File: src/rtl/rand_sum_pipeline.sv
// Traffic generator chain: two LFSR beat sources joined by an adder, drained by a
// sink with optional random backpressure that reports every beat and per-packet stats.
module rand_sum_pipeline #(
   parameter int          LEN     = 8,
   parameter int          PKT_LEN = 8,
   parameter logic [15:0] SEED0   = 16'h0001,
   parameter logic [15:0] SEED1   = 16'h0001,
   parameter logic [15:0] SEED2   = 16'hACE1,
   parameter bit          BUBBLES = 1'b1
) (
   input  logic           clk,
   input  logic           rst,
   output logic           out_valid,
   output logic           out_last,
   output logic [LEN-1:0] out_data,
   output logic [15:0]    pkt_count,
   output logic [LEN-1:0] pkt_sum,
   output logic           err
);

   localparam int             CW       = $clog2(PKT_LEN + 1);
   localparam logic [CW-1:0]  LAST_IDX = CW'(PKT_LEN - 1);

   function automatic logic [15:0] lfsr_step(input logic [15:0] l);
      return {l[14:0], l[15] ^ l[13] ^ l[12] ^ l[10]};
   endfunction

   logic [15:0]    src_lfsr     [2];
   logic           src_valid    [2];
   logic           src_last     [2];
   logic           src_ready    [2];
   logic           src_hs       [2];
   logic [LEN-1:0] src_data     [2];
   logic [CW-1:0]  src_cnt      [2];
   logic [CW-1:0]  src_cnt_next [2];

   logic           sum_valid;
   logic           sum_last;
   logic [LEN-1:0] sum_data;
   logic           can_accept;
   logic           join_fire;
   logic           err_join;

   logic [15:0]    snk_lfsr;
   logic           snk_ready;
   logic           snk_hs;
   logic [CW-1:0]  snk_cnt;
   logic [LEN-1:0] acc;
   logic           err_sink;

   // Each source is offered ready only when its partner is valid, so they always pair up.
   always_comb begin
      can_accept   = !sum_valid || snk_ready;
      join_fire    = src_valid[0] && src_valid[1] && can_accept;
      src_ready[0] = can_accept && src_valid[1];
      src_ready[1] = can_accept && src_valid[0];
      snk_hs       = sum_valid && snk_ready;
      for (int i = 0; i < 2; i++) begin
         src_hs[i] = src_valid[i] && src_ready[i];
         if (src_hs[i]) begin
            src_cnt_next[i] = src_last[i] ? '0 : src_cnt[i] + 1'b1;
         end else begin
            src_cnt_next[i] = src_cnt[i];
         end
      end
   end

   always_ff @(posedge clk) begin
      if (rst) begin
         for (int i = 0; i < 2; i++) begin
            src_lfsr[i]  <= (i == 0) ? SEED0 : SEED1;
            src_valid[i] <= 1'b0;
            src_last[i]  <= 1'b0;
            src_data[i]  <= '0;
            src_cnt[i]   <= '0;
         end
      end else begin
         for (int i = 0; i < 2; i++) begin
            if (!src_valid[i] || src_hs[i]) begin
               src_lfsr[i]  <= lfsr_step(src_lfsr[i]);
               src_data[i]  <= src_lfsr[i][LEN-1:0];
               src_valid[i] <= BUBBLES ? (src_lfsr[i][1:0] != 2'b00) : 1'b1;
               src_last[i]  <= (src_cnt_next[i] == LAST_IDX);
            end
            src_cnt[i] <= src_cnt_next[i];
         end
      end
   end

   always_ff @(posedge clk) begin
      if (rst) begin
         sum_valid <= 1'b0;
         sum_last  <= 1'b0;
         sum_data  <= '0;
         err_join  <= 1'b0;
      end else if (join_fire) begin
         sum_valid <= 1'b1;
         sum_last  <= src_last[0];
         sum_data  <= src_data[0] + src_data[1];
         if (src_last[0] != src_last[1]) begin
            err_join <= 1'b1;
         end
      end else if (snk_hs) begin
         sum_valid <= 1'b0;
      end
   end

   always_ff @(posedge clk) begin
      if (rst) begin
         snk_lfsr  <= SEED2;
         snk_ready <= 1'b0;
         snk_cnt   <= '0;
         acc       <= '0;
         err_sink  <= 1'b0;
         out_valid <= 1'b0;
         out_last  <= 1'b0;
         out_data  <= '0;
         pkt_count <= '0;
         pkt_sum   <= '0;
      end else begin
         snk_lfsr  <= lfsr_step(snk_lfsr);
         snk_ready <= BUBBLES ? snk_lfsr[0] : 1'b1;
         out_valid <= snk_hs;
         if (snk_hs) begin
            out_data <= sum_data;
            out_last <= sum_last;
            if (sum_last) begin
               pkt_sum   <= acc + sum_data;
               pkt_count <= pkt_count + 16'd1;
               snk_cnt   <= '0;
               acc       <= '0;
               if (snk_cnt != LAST_IDX) begin
                  err_sink <= 1'b1;
               end
            end else begin
               snk_cnt <= snk_cnt + 1'b1;
               acc     <= acc + sum_data;
               // A non-last beat in the final slot means the packet overran.
               if (snk_cnt == LAST_IDX) begin
                  err_sink <= 1'b1;
               end
            end
         end
      end
   end

   assign err = err_join | err_sink;

endmodule

File: config.mk
export PLATFORM = sky130hd
export DESIGN_NAME = rand_sum_pipeline
export DESIGN_NICKNAME = d
export VERILOG_FILES = /design/src/rtl/rand_sum_pipeline.sv
export SDC_FILE = /design/constraint.sdc
export NUM_CORES = 1
export LEC_CHECK = 0
export CELL_PAD_IN_SITES_DETAIL_PLACEMENT = 1
export CELL_PAD_IN_SITES_GLOBAL_PLACEMENT = 1
export CORE_MARGIN = 3
export CORE_UTILIZATION = 40
export DETAILED_ROUTE_END_ITERATION = 10
export PLACE_DENSITY_LB_ADDON = 0.08
export SLEW_MARGIN = 10
export SYNTH_ARGS = -nofsm -noshare
export SYNTH_HDL_FRONTEND = slang
export SYNTH_SLANG_ARGS = --single-unit
File: constraint.sdc
create_clock -name clk -period 2.17 [get_ports clk]
set_input_delay 0.3255 -clock clk [delete_from_list [all_inputs] [get_ports clk]]
set_output_delay 0.3255 -clock clk [all_outputs]
set_load 0.01 [all_outputs]
* After elaboration in Yosys (flattened, before gate mapping)
Memories as Yosys holds them, arrays and structs flattened. Index checks and enable logic that the tools add are counted.
Storage, ports and cells: register bits 75, logic and storage cells 101, memory bits (writable) 60, memories kept 5
Cells by class: add/sub/neg operators 6, mux-type cells 30, bitwise operators 20, equality and inequality tests 6, reductions and logical operators 20
Memory list:
- src_lfsr | depth 2, bits a word 16, rd ports 2, clocked after memory_dff 0, write ports 2, RTL line 28 | logic [15:0] src_lfsr [2];
- src_data | depth 2, bits a word 8, rd ports 2, clocked after memory_dff 0, write ports 2, RTL line 33 | logic [LEN-1:0] src_data [2];
- src_cnt | depth 2, bits a word 4, rd ports 2, clocked after memory_dff 0, write ports 2, RTL line 34 | logic [CW-1:0] src_cnt [2];
- src_last | depth 2, bits a word 1, rd ports 2, clocked after memory_dff 0, write ports 2, RTL line 30 | logic src_last [2];
- src_valid | depth 2, bits a word 1, rd ports 2, clocked after memory_dff 0, write ports 2, RTL line 29 | logic src_valid [2];
Operator list (count):
- 16-bit 2-to-1 mux | 2
- 4-bit 2-to-1 mux | 7
- 8-bit 2-to-1 mux | 3
- 1-bit 2-to-1 mux | 18
- 16-bit by 1-bit adder with 16-bit output (second input constant) | 1
- 8-bit adder | 2
- 4-bit by 1-bit adder with 4-bit output (second input constant) | 3
- 4-bit by 3-bit equality test with 1-bit output (second input constant) | 3
- 1-bit bitwise OR | 11
- 1-bit XOR | 9
- 2-bit nonzero test | 4
- 1-bit logical AND | 7
- 4-bit by 3-bit != test with 1-bit output (second input constant) | 1
- 2-bit AND reduction | 2
- 1-bit logical NOT | 3
- 1-bit logical OR | 3
- 3-bit AND reduction | 1
- 2-bit by 1-bit != test with 1-bit output (second input constant) | 1
- 1-bit != test | 1

* Logic depth before layout (Yosys ltp)
depth after elaboration 9, gate-level depth with buffers 8, depth with buffers taken out 8

* Least setup slack after synthesis
Ideal clock, no wire load.
path type register to register, from reg sum_data[0], to reg pkt_sum[6], path buffers 0, cell stages (with the launch flop) 8, data required time 2053 ps, path slack 332 ps, arrival time 1721 ps, cell sequence dfxtp_1 ha_1 fa_1 a211oi_1 o21bai_1 a21oi_1 xnor2_1 a22o_1
Between the ends: word-level cells in the longest chain between the ends 1
RTL lines:
- start, declared | RTL line 39 | logic [LEN-1:0] sum_data;
- start signal, assigned | RTL line 99 | sum_data <= src_data[0] + src_data[1];
- 8-bit adder | RTL line 128 | pkt_sum <= acc + sum_data;
- end signal, assigned | RTL line 128
- end, declared | RTL line 17 | output logic [LEN-1:0] pkt_sum,
Every way passes these cells. A chain may end at the register's enable or synchronous reset.

==> metrics.md <==
| Metric | Value |
|---|---|
| Register area | `0.00272 mm^2` |
| Critical Path RT | `2.47 ns` |
| CTS tree | `built` |
| Synth warn | `0` |
| Setup_tns | `0 ns` |
| Worst hold path class | `input pin to register` |
| Area Overhead vs Synth | `24.8%` |
| Initial antenna violation count | `0` |
| Kind of critical path | `register to register` |
| Final clock skew | `0.00747 ns` |
| Mapped Cells | `491` |
| Mean post-synth cell area | `10.3 um^2` |
| MaxCap Viol Count | `0` |
| Cell Count, Final, Fillers Out | `723` |
| IO Pins | `37` |
| Status | `finished clean` |
| Number of port buffers | `36` |
| Pins Over Slew Limit | `0` |
| Commonest non-fill, non-tap cell in the layout | `dfxtp_1` |
| # rows | `40` |
| RSZ-0062 raised after global routing | `false` |
| Drt drc | `0` |
| Die Span X | `119 um` |
| Worst Path Max Fanout | `3` |
| Seq pwr share | `0.419` |
| Post-CTS Setup Bufs | `0` |
| Sequential share of the synthesized area | `0.536` |
| DR iter-0 viols | `168` |
| Post-Syn Area | `0.00508 mm^2` |
| Fraction of layout cells with a size suffix above 1 | `0.115` |
| Clock buffer count from CTS | `17` |
| Initial Util | `0.416` |
| Worst IR Drop VDD | `0.000650 V` |
| Combinational power share | `0.187` |
| Routed len/inst | `15.4 um` |
| Most frequent cells in the layout | `dfxtp_1, nand2_1, edfxtp_1, nor2_1, clkdlybuf4s50_1` |
| EDFF count, synth | `36` |
| Die Y | `119 um` |
| Ys flop type | `dfxtp_1` |
| Net count after synthesis | `513` |
| CTS Root Cell | `clkbuf_16` |
| Antenna cell count | `0` |
| Fin crit period | `1.95 ns` |
| Via count | `3686` |
| Tot GR Track Use | `0.169` |
| Fin nets | `564` |
| Global-route wire length before repair | `19100 um` |
| Synth cell types | `53` |
| Overall routed net length | `11100 um` |
| Worst slew pin tran | `0.507 ns` |
| Leakage | `2.47 nW` |
| Post-route ant nets | `0` |
| Multi-input gate area | `0.00226 mm^2` |
| Number of global-route vias before repair | `3788` |
| HPWL Detailed | `7630 um` |
| Maximum clock frequency | `0.513 GHz` |
| Clk Latency, worst-skew pair | `0.41 ns` |
| Pin count of the biggest net entering global routing | `25` |
| Routability cong. | `0.797` |
| CTS Sinks | `118` |
| Die area | `0.0141 mm^2` |
| # setup viols final | `0` |
| Startpoint types | `register` |
| DR vias/cell | `5.10` |
| Final worst-path cycle share | `0.898` |
| Pre-antenna DRT Iters | `4` |
| Critical Path End Type | `register` |
| Switching Power | `2.04 mW` |
| Worst EP arrival | `2.25 ns` |
| Switch share | `0.279` |
| Post-synth ARST share | `0` |
| R2R depth | `8` |
| Depth of the worst hold-timing path | `3` |
| Placed Cells | `691` |
| Global route total overflow | `0` |
| Internal power | `5.27 mW` |
| Fill cells | `1354` |
| Rel. slew slack | `0.662` |
| Core Area | `0.0122 mm^2` |
| Worst-case clock buffer depth | `2` |
| Cts hold-fix bufs | `0` |
| Htree depth | `4` |
| Post-cts resize count | `0` |
| Clock slew at reported path FFs | `0.05 ns` |
| PnR Total Power | `7.30 mW` |
| Cell area power density | `1150 mW/mm^2` |
| Synth Register Bits | `118` |
| Clk network pwr share | `0.395` |
| Final Hold Violating Endpoints | `0` |
## power groups by stage
stage	sequential, mW	combinational [mW]	clock (mW)
after global routing	3.12	1.56	3.06
final	3.06	1.36	2.88
after CTS	3.07	1.39	2.96
after detailed placement	3.09	1.37	0
after global placement	3.07	1.33	0
after floorplan	2.99	0.998	0
## flip-flops by register name (all words and copies together), names as in the netlist
register	count
src_data	14
src_lfsr	18
src_last	2
out_valid	1
acc	8
src_cnt	8
sum_data	8
out_data	8
err_join	1
snk_cnt	4
out_last	1
pkt_sum	8
sum_valid	1
pkt_count	16
src_valid	2
err_sink	1
sum_last	1
snk_lfsr	16
## Yosys cell counts (3+ instances only)
cell type   n  area share
inv_1       5      0.0037
nand4_1     3      0.0037
xor2_1     20       0.034
ha_1       18       0.044
nand3_1    15       0.015
nor2_1     35       0.026
o21a_1      4      0.0059
o211ai_1    5      0.0074
buf_2       4      0.0039
edfxtp_1   36        0.21
xnor2_1    13       0.022
and4_1      4      0.0069
o21ai_0    10      0.0099
nor4b_1     5      0.0086
mux2i_1     4      0.0079
a211oi_1    3      0.0044
and2_1     34       0.042
a21o_1      3      0.0044
or2_1       3      0.0037
nor2b_1    12       0.015
nand3b_1    5      0.0074
nand4b_1    4      0.0069
a31oi_1     4      0.0049
clkbuf_1   15       0.011
nand2_1    49       0.036
a22o_1      9       0.016
a21oi_1    32       0.032
or2_2       8      0.0099
a22oi_1     5      0.0074
nor3_1     10      0.0099
dfxtp_1    82        0.32
## cell type report
class                           count  area share
Timing Repair Buffer               53      0.0802
Clock inverter                     14      0.0290
Inverter                            5     0.00296
Sequential cell                   118       0.430
Tap cell                          168      0.0332
Multi-Input combinational cell    347       0.357
Clock buffer                       18      0.0677
## path summary, 6_finish.rpt
check	start	endpoint	slack, ns
min	rst	snk_lfsr[2]	0.40
min reg2reg	snk_lfsr[14]	snk_lfsr[15]	0.40
max	src_data[0][8]	sum_data[4]	0.22
max reg2reg	src_data[0][8]	sum_data[4]	0.22
## worst max-delay path: stages (launching register included)
cell      delay (ns)
edfxtp_1        0.36
ha_1            0.18
inv_1           0.06
fa_1            0.38
nor2b_1         0.16
o21ai_0         0.12
a21boi_0        0.33
o31ai_1         0.11
and2_1          0.15
## layer usage
layer  up-vias  GRT usage  share of wire
met5         -          0              0
met4         0     0.0652          0.011
met3        13     0.0483          0.033
met2        51      0.271           0.48
met1      1786      0.216           0.48
li1       1836          -              -
## cells by family after synthesis
family,after synthesis,share of synthesized area
mux,6,0.0123
compound gates,84,0.105
simple gates,204,0.217
fa+ha+maj,20,0.0522
buf+inv,26,0.0202
xor+xnor,33,0.0569
flops,118,0.536
## per-stage QoR
step / setup WS (ns) / cell area [um^2] / hold WS, ns / util
after floorplan: 0.332 / 5080 / 0.389 / -
after global placement: 0.236 / 5720 / 0.394 / 0.468
after detailed placement: 0.171 / 5720 / 0.403 / 0.468
after CTS: 0.158 / 6330 / 0.383 / 0.519
after global routing: 0.0332 / 6340 / 0.393 / 0.519
final: 0.221 / 6340 / 0.400 / 0.519
No activity file was read; power rests on OpenSTA's default activity.
